File: src/rtl/serial_negator_w_if.sv
// ============================================================================
// Module   : serial_negator_w_if
// Brief    : Serial bit stream and assembled-word bundle for serial_negator_w.
// Revision : 1.0
// ============================================================================
`default_nettype none

interface serial_negator_w_if #(
  parameter int WIDTH = 8
);
  logic             in_valid;
  logic             in_start;
  logic             in_bit;
  logic [1:0]       mode;
  logic             out_valid;
  logic             out_bit;
  logic             out_last;
  logic [WIDTH-1:0] word_out;
  logic             word_valid;
  logic             ovf;
  logic             frame_err;

  modport master (
    output in_valid, in_start, in_bit, mode,
    input  out_valid, out_bit, out_last, word_out, word_valid, ovf, frame_err
  );

  modport slave (
    input  in_valid, in_start, in_bit, mode,
    output out_valid, out_bit, out_last, word_out, word_valid, ovf, frame_err
  );
endinterface

`default_nettype wire

File: src/rtl/serial_negator_w.sv
// ============================================================================
// Module   : serial_negator_w
// Brief    : LSB-first bit-serial pass / invert / two's-complement negate with
//            per-word framing, parallel word assembly and overflow flag.
// Revision : 1.0
// ============================================================================
`default_nettype none

module serial_negator_w #(
  parameter int WIDTH = 8
) (
  input  wire logic          clk,
  input  wire logic          reset,
  serial_negator_w_if.slave  bus
);

  localparam int              c_CW   = $clog2(WIDTH);
  localparam logic [c_CW-1:0] c_LAST = c_CW'(WIDTH - 1);

  localparam logic [1:0] c_IDLE = 2'd0;
  localparam logic [1:0] c_SEEK = 2'd1;
  localparam logic [1:0] c_FLIP = 2'd2;
  localparam logic [1:0] c_COPY = 2'd3;

  logic [1:0]       r_state, w_state_nxt, w_cur;
  logic [c_CW-1:0]  r_cnt, w_cnt_nxt, w_idx;
  logic             r_inv, w_inv_nxt, w_inv_cur;
  logic             w_start, w_acc, w_last;
  logic             w_out_bit, w_ovf, w_ferr;
  logic [WIDTH-1:0] r_shadow, w_shadow_nxt;

  logic             r_out_valid, r_out_bit, r_out_last;
  logic             r_word_valid, r_ovf, r_frame_err;
  logic [WIDTH-1:0] r_word_out;

  // State register
  always_ff @(posedge clk or negedge reset) begin
    if (!reset) begin
      r_state <= c_IDLE;
      r_cnt   <= '0;
      r_inv   <= 1'b0;
    end else begin
      r_state <= w_state_nxt;
      r_cnt   <= w_cnt_nxt;
      r_inv   <= w_inv_nxt;
    end
  end

  // Next-state logic; a start overrides whatever word is in flight
  always_comb begin
    w_start = bus.in_valid & bus.in_start;
    w_acc   = bus.in_valid & (bus.in_start | (r_state != c_IDLE));
    w_idx   = w_start ? '0 : r_cnt;
    w_last  = (w_idx == c_LAST);
    if (w_start) begin
      w_cur     = (bus.mode == 2'b01) ? c_SEEK : c_COPY;
      w_inv_cur = (bus.mode == 2'b10);
    end else begin
      w_cur     = r_state;
      w_inv_cur = r_inv;
    end

    w_state_nxt = r_state;
    w_cnt_nxt   = r_cnt;
    w_inv_nxt   = r_inv;
    if (w_acc) begin
      w_inv_nxt = w_inv_cur;
      if (w_last) begin
        w_state_nxt = c_IDLE;
        w_cnt_nxt   = '0;
      end else begin
        w_cnt_nxt = w_idx + c_CW'(1);
        case (w_cur)
          c_SEEK:  w_state_nxt = bus.in_bit ? c_FLIP : c_SEEK;
          default: w_state_nxt = w_cur;
        endcase
      end
    end
  end

  // Output logic
  always_comb begin
    case (w_cur)
      c_FLIP:  w_out_bit = ~bus.in_bit;
      c_COPY:  w_out_bit = bus.in_bit ^ w_inv_cur;
      default: w_out_bit = bus.in_bit;
    endcase
    // Still seeking at the MSB means every lower bit was zero
    w_ovf        = w_last & (w_cur == c_SEEK) & bus.in_bit;
    w_ferr       = w_start & (r_state != c_IDLE);
    w_shadow_nxt = r_shadow;
    w_shadow_nxt[w_idx] = w_out_bit;
  end

  always_ff @(posedge clk or negedge reset) begin
    if (!reset) begin
      r_shadow     <= '0;
      r_word_out   <= '0;
      r_out_valid  <= 1'b0;
      r_out_bit    <= 1'b0;
      r_out_last   <= 1'b0;
      r_word_valid <= 1'b0;
      r_ovf        <= 1'b0;
      r_frame_err  <= 1'b0;
    end else begin
      if (w_acc) begin
        r_shadow <= w_shadow_nxt;
      end
      if (w_acc && w_last) begin
        r_word_out <= w_shadow_nxt;
      end
      r_out_valid  <= w_acc;
      r_out_bit    <= w_acc & w_out_bit;
      r_out_last   <= w_acc & w_last;
      r_word_valid <= w_acc & w_last;
      r_ovf        <= w_acc & w_ovf;
      r_frame_err  <= w_ferr;
    end
  end

  assign bus.out_valid  = r_out_valid;
  assign bus.out_bit    = r_out_bit;
  assign bus.out_last   = r_out_last;
  assign bus.word_out   = r_word_out;
  assign bus.word_valid = r_word_valid;
  assign bus.ovf        = r_ovf;
  assign bus.frame_err  = r_frame_err;

endmodule

`default_nettype wire

File: src/flat_wrapper.sv
// flat-port wrapper written by rule: the top's interface ports become plain ports
module serial_negator_w_flat 
#(
  parameter int WIDTH = 8
)
  (clk, reset, bus_in_valid, bus_in_start, bus_in_bit, bus_mode, bus_out_valid, bus_out_bit, bus_out_last, bus_word_out, bus_word_valid, bus_ovf, bus_frame_err);
  serial_negator_w_if #(.WIDTH(WIDTH)) bus_i ();
  input  wire logic clk;
  input  wire logic reset;
  input wire logic [$bits(bus_i.in_valid)-1:0] bus_in_valid;
  input wire logic [$bits(bus_i.in_start)-1:0] bus_in_start;
  input wire logic [$bits(bus_i.in_bit)-1:0] bus_in_bit;
  input wire logic [$bits(bus_i.mode)-1:0] bus_mode;
  output wire logic [$bits(bus_i.out_valid)-1:0] bus_out_valid;
  output wire logic [$bits(bus_i.out_bit)-1:0] bus_out_bit;
  output wire logic [$bits(bus_i.out_last)-1:0] bus_out_last;
  output wire logic [$bits(bus_i.word_out)-1:0] bus_word_out;
  output wire logic [$bits(bus_i.word_valid)-1:0] bus_word_valid;
  output wire logic [$bits(bus_i.ovf)-1:0] bus_ovf;
  output wire logic [$bits(bus_i.frame_err)-1:0] bus_frame_err;
  assign bus_i.in_valid = bus_in_valid;
  assign bus_i.in_start = bus_in_start;
  assign bus_i.in_bit = bus_in_bit;
  assign bus_i.mode = bus_mode;
  assign bus_out_valid = bus_i.out_valid;
  assign bus_out_bit = bus_i.out_bit;
  assign bus_out_last = bus_i.out_last;
  assign bus_word_out = bus_i.word_out;
  assign bus_word_valid = bus_i.word_valid;
  assign bus_ovf = bus_i.ovf;
  assign bus_frame_err = bus_i.frame_err;
  serial_negator_w #(.WIDTH(WIDTH)) u_core (.clk(clk), .reset(reset), .bus(bus_i));
endmodule
File: config.mk
export PLATFORM = sky130hd
export DESIGN_NAME = serial_negator_w_flat
export DESIGN_NICKNAME = d
export VERILOG_FILES = /design/src/rtl/serial_negator_w_if.sv /design/src/rtl/serial_negator_w.sv /design/src/flat_wrapper.sv
export SDC_FILE = /design/constraint.sdc
export NUM_CORES = 1
export LEC_CHECK = 0
export BUFFER_PORTS_ARGS = -buffer_cell sky130_fd_sc_hd__buf_2
export CAP_MARGIN = 20
export CORE_ASPECT_RATIO = 1.4
export CORE_MARGIN = 3
export CORE_UTILIZATION = 45
export CTS_CLUSTER_DIAMETER = 80
export DETAILED_ROUTE_END_ITERATION = 12
export GPL_TIMING_DRIVEN = 0
export PLACE_DENSITY_LB_ADDON = 0.05
export SETUP_SLACK_MARGIN = 0.3
export SLEW_MARGIN = 25
export SYNTH_ARGS = -nofsm -noshare
export SYNTH_HDL_FRONTEND = slang
export SYNTH_SLANG_ARGS = --single-unit
File: constraint.sdc
create_clock -name clk -period 3 [get_ports clk]
set_input_delay 0.15 -clock clk [delete_from_list [all_inputs] [get_ports clk]]
set_output_delay 0.15 -clock clk [all_outputs]
set_load 0.005 [all_outputs]
# Yosys cells after proc, flatten, opt, wreduce, memory -nomap -nowiden
# Cells that the tools add are included.
# W data, S select, Z words.
# classes
n_addsub,1
mul,0
div,0
magnitude_cmp,2
n_eq_ne,6
n_shift,0
mux,12
bitwise,11
reduce_logical,3
# op_table
cell,n
$mux W2,5
$and A1 B1 Y1,8
$bwmux W8,1
$eq A2 B2 Y1 const B,3
$mux W3,2
$eq A2 B1 Y1 const B,2
$lt A3 B4 Y1 const B,1
$add A3 B1 Y3 const B,1
$demux W1 S3,1
$eq A3 B3 Y1 const B,1
$ge A3 B1 Y1 const B,1
$logic_and A1 B1 Y1,2
$mux W1,2
$pmux W1 S2,1
$reduce_bool A2 Y1,1
$not A1 Y1,1
$or A1 B1 Y1,1
$xor A1 B1 Y1,1
# word_totals
ff_bits,27
latchBits,0
ram_bits,0
romBits,0
inputBits,7
output_inout_bits,14
word_cells,45
mem_count,0

# Logic depth before layout (Yosys ltp)
# logic_depth
depth_word,7
ltp_mapped,11
ltp_nobuf,8

# Least setup slack after synthesis
# OpenSTA, ideal clock, no wires.
# synth_timing
path_type,register to register
start,register u_core.r_cnt[0]
end,register u_core.r_word_out[1] (netlist: u_core.bus.word_out[1])
setup_time_ns,0.120
t_arrival_ns,1.815
required_ns,2.880
path_slack_ns,1.065
stages_incl_launch_ff,10
n_path_buf,2
period_less_slack_ns,1.935
path_cell_list,dfrtp_1 clkbuf_1 and2_1 ha_1 ha_1 o311ai_2 buf_4 nand2_1 o31ai_1 a31o_2
# synth_via
elab_chain_len,6
elab_cells_between_ends,9
cone_classes,2 x order compare; 1 x eq/ne; 4 x mux; 2 x reduce/logical
# synth_rtl
item,line,text
"start, declared",serial_negator_w.sv:26,"logic [c_CW-1:0] r_cnt, w_cnt_nxt, w_idx;"
"start signal, assigned",serial_negator_w.sv:44,r_cnt <= w_cnt_nxt;
$mux W3 (*),serial_negator_w.sv:53,w_idx = w_start ? '0 : r_cnt;
$lt A3 B4 Y1 (implied by the code) / $ge A3 B1 Y1 (equally long branches),serial_negator_w.sv:92,w_shadow_nxt[w_idx] = w_out_bit;
$logic_and A1 B1 Y1 (implied by the code),serial_negator_w.sv:92,
$mux W1 (implied by the code),serial_negator_w.sv:92,
$demux W1 S3,n/a,
$bwmux W8,serial_negator_w.sv:92,
"end signal, assigned",serial_negator_w.sv:110,r_word_out <= w_shadow_nxt;
"end, declared",serial_negator_w.sv:34,logic [WIDTH-1:0] r_word_out;
# Every way passes the cells marked *; elsewhere a longest branch is shown, timed or not.
# A chain may end at the register's enable or synchronous reset.

# Worst setup path in the final report
# layout_timing
start,register u_core.r_cnt[0]
end,register u_core.r_word_out[5] (netlist: u_core.bus.word_out[5])
# The elaborated chain is that of the path after synthesis.

==> results.md <==
| Item | Value | Unit |
|:---|:---|:---|
| Status | finished, final reports clean | - |
| R2r setup slk | 710 | ps |
| Initial core utilization | 48.4 | % |
| Critical Path Slowest Stage Cell | dfrtp_1 | - |
| Remaining number of nets flagged by the antenna check after routing | 0 | - |
| Startpoint of the worst-slack reg-to-reg timing path | u_core.r_cnt[0] | - |
| Area of the mapped netlist | 1420 | sq um |
| Register clock-pin slew on the reported worst setup and hold paths | 90 | ps |
| Overall routing resource usage | 16.6 | % |
| Cell with the most instances after synthesis | dfrtp_1 | - |
| Ys flop type | dfrtp_1 | - |
| Setup_tns | 0 | ps |
| CP most frequent cell | ha_1 | - |
| Number of DRC violations after detailed-routing iteration 0 | 22 | - |
| Sequential cell area fraction in the yosys report | 47.6 | % |
| Global-route wire length before repair | 4.85 | mm |
| Mapped Cells | 140 | - |
| I/O pins | 21 | - |
| Reg2reg path depth | 9 | - |
| Clk Latency, worst-skew pair | 270 | ps |
| Data required time at the worst endpoint | 3170 | ps |
| Pleak | 0.795 | nW |
| TritonCTS Buffers | 3 | - |
| Setup repair after global routing missed its margin | no | - |
| Crit path kind | flip-flop to flip-flop | - |
| CTS sink cnt | 27 | - |
| CP max stage delay | 330 | ps |
| Input/output buffers | 19 | - |
| Mapped Nets | 149 | - |
| Cell at the root of the clock tree | clkbuf_8 | - |
| Horizontal extent of the die | 53.5 | microns |
| Drt wl/cell | 14.4 | microns |
| Routed WL | 2.90 | mm |
| Overflow after GRT | 0 | - |
| VDD IR-drop max | 0.481 | mV |
| Number of global-route vias before repair | 1023 | - |
| Share of layout cells above drive strength 1 | 28.7 | % |
| Worst path top cell family by delay | compound AO/OA/AOI/OAI gates | - |
| Post-detail-place hpwl | 2.12 | mm |
| TritonCTS clock tree | yes | - |
| Initial antenna violation count | 0 | - |
| # Post-CTS Setup Buffers | 0 | - |
| Crit Reg-Reg Endpoint | u_core.bus.word_out[5] | - |
| Die outline area | 3880 | sq um |
| Max-cap violation count | 0 | - |
| Netlist cell types | 38 | - |
| Worst setup path endpoint | u_core.bus.word_out[5] | - |
| Final Total Pwr | 1.11 | mW |
| Most frequent cells after synthesis | dfrtp_1 (27), nand2_1 (20), o31ai_1 (9) | - |
| Final routed DRC violation total | 0 | - |
| Cell Chain, Critical Path | clkbuf_1 -> and2_1 -> ha_1 -> ha_1 -> o311ai_2 -> buf_4 -> nand2_1 -> o31ai_1 -> a31o_2 | - |
| Nets | 174 | - |
| Worst Path Max Fanout | 10 | - |
| CP arrival | 2450 | ps |
| HP Class | input pin to flip-flop | - |
| Number of enable flip-flop cells after synthesis | 0 | - |
| Top cell type's share of synthesized area | 47.6 | % |
| Filler instances | 287 | - |
| Number of warnings printed during yosys synthesis | 0 | - |
| Placeable core region | 2940 | sq um |
| Mean Syn Cell Area | 10.1 | sq um |
| Worst Skew | 1.93 | ps |
| Pins over their slew limit | 0 | - |
| Routed vias/inst | 5.54 | - |
| N_diodes | 0 | - |
| FMAX | 437 | MHz |
| Final critical-path share of the clock period | 76.2 | % |
| RePlAce Congestion | 0.748 | - |
| Synthesized flop and latch total | 27 | - |
| Maximum number of pins on one net before global-route repair | 28 | - |
| Async SR Flop Fraction | 100 | % |
| CTS H-Tree Depth | 1 | - |
| Number of iterations in the first detailed-routing pass | 4 | - |
| Layout area overhead | 13.8 | % |
| Power density over the cells | 687 | nW/um^2 |
| Minimum period implied by the final worst setup slack | 2290 | ps |
| Worst slew slack as a fraction of its limit | 51.0 | % |
| Clock tree buffer depth | 2 | - |
| Worst path depth | 9 | - |
| Start point of the critical path | u_core.r_cnt[0] | - |
| Dominant cell type by area after synthesis | dfrtp_1 | - |
| Chip Height | 72.5 | microns |
| Number of hold violations in the final report | 0 | - |
| Number of setup violations in the final report | 0 | - |
| Slew of the pin with the lowest slew margin | 734 | ps |
| Number of buffer and inverter stages on the critical path | 2 | - |
| Post-layout util | 55.1 | % |
| Crit path capture type | flip-flop | - |
| Number of vias in the routed layout | 1113 | - |
| Standard-cell row count | 23 | - |
| Sort of element at the start of the critical path | flip-flop | - |
| Top cells by area in the synthesized netlist | dfrtp_1 (48%), nand2_1 (5.3%), o31ai_1 (4.8%) | - |
[power breakdown]
part / internal [mW] / total, mW / switching [mW]
logic: 0.183 / 0.396 / 0.213
clock network: 0.0952 / 0.206 / 0.111
registers: 0.470 / 0.509 / 0.0389
total: 0.748 / 1.11 / 0.363
[cell type report]
| cell class | count | area (sq um) | share of cell area (%) |
|---|---|---|---|
| buffer | 13 | 101 | 6.27 |
| clock buffer | 4 | 45.0 | 2.79 |
| inverter | 7 | 26.3 | 1.63 |
| multi-input combinational | 93 | 617 | 38.2 |
| sequential | 27 | 676 | 41.8 |
| tap | 37 | 46.3 | 2.86 |
| timing repair buffer | 20 | 105 | 6.50 |
[flip-flops by register name (all words and copies together), names as in the netlist]
register / cells
u_core.bus.out_last: 1
u_core.r_shadow: 8
u_core.bus.word_out: 8
u_core.bus.ovf: 1
u_core.r_state: 2
u_core.bus.out_valid: 1
u_core.bus.frame_err: 1
u_core.r_inv: 1
u_core.r_cnt: 3
u_core.bus.out_bit: 1
[worst min path at each step]
stage | startpoint | to | depth (start not counted) | slack (ps)
after detailed placement | reset | u_core.bus.out_valid | 1 | 200
after global routing | bus_in_valid | u_core.r_state[0] | 2 | 70
after floorplan | reset | u_core.bus.frame_err | 0 | -150
after CTS | bus_in_valid | u_core.r_state[0] | 2 | 70
final | bus_in_valid | u_core.r_state[0] | 2 | 80
after global placement | reset | u_core.bus.out_valid | 1 | 180
[kinds of logic (layout without fill, tap and decap cells)]
group / Yosys count / count (layout) / synth area share (%)
adders and majority gates: 2 / 2 / 1.76
DFF: 27 / 27 / 47.6
and+or+nand+nor: 50 / 50 / 18.6
muxes: 5 / 5 / 3.61
AOI/OAI and AO/OA: 36 / 36 / 19.5
buffers and inverters: 20 / 44 / 8.99
[timing repair]
action | 4_1_cts | 5_1_grt
hold buffers | 1 | 0
endpoints found under the setup margin | 0 | 0
endpoints found under the hold margin | 27 | 0
gates resized for setup | 0 | 0
[metal layers]
metal  track usage [%]  part of all wire (%)  routed length (microns)
met1              22.3                    45                     1320
met2              27.0                    48                     1410
met3              2.46                   4.8                      140
met4              5.40                   1.2                       36
met5                 0                     0                        0
[per-stage QoR]
step	hold WS, ps	area (sq um)	setup slack [ps]	instances
global placement	183	1560	729	196
CTS	67.3	1620	709	201
floorplan	-146	1420	1070	140
finish	75.4	1620	713	201
detailed placement	202	1560	730	196
global route	69.7	1620	459	201
[worst reg2reg max path, delay by kind of cell, from the launching register on]
| family | cells | cell delay [ps] |
|---|---|---|
| compound gates | 3 | 590 |
| fa+ha+maj | 2 | 410 |
| buf+inv | 2 | 580 |
| flops | 1 | 330 |
| simple gates | 2 | 290 |
[cells in the final DEF, fill, tap and decap left out, drive strengths merged, types with 5 or more instances in the layout]
cell and instances:
nand2 20, clkbuf 5, o31ai 13, and2 8, dfrtp 27, nor2 7, o21ai 7, buf 31
inv 7
(Power assumes the default switching activity.)
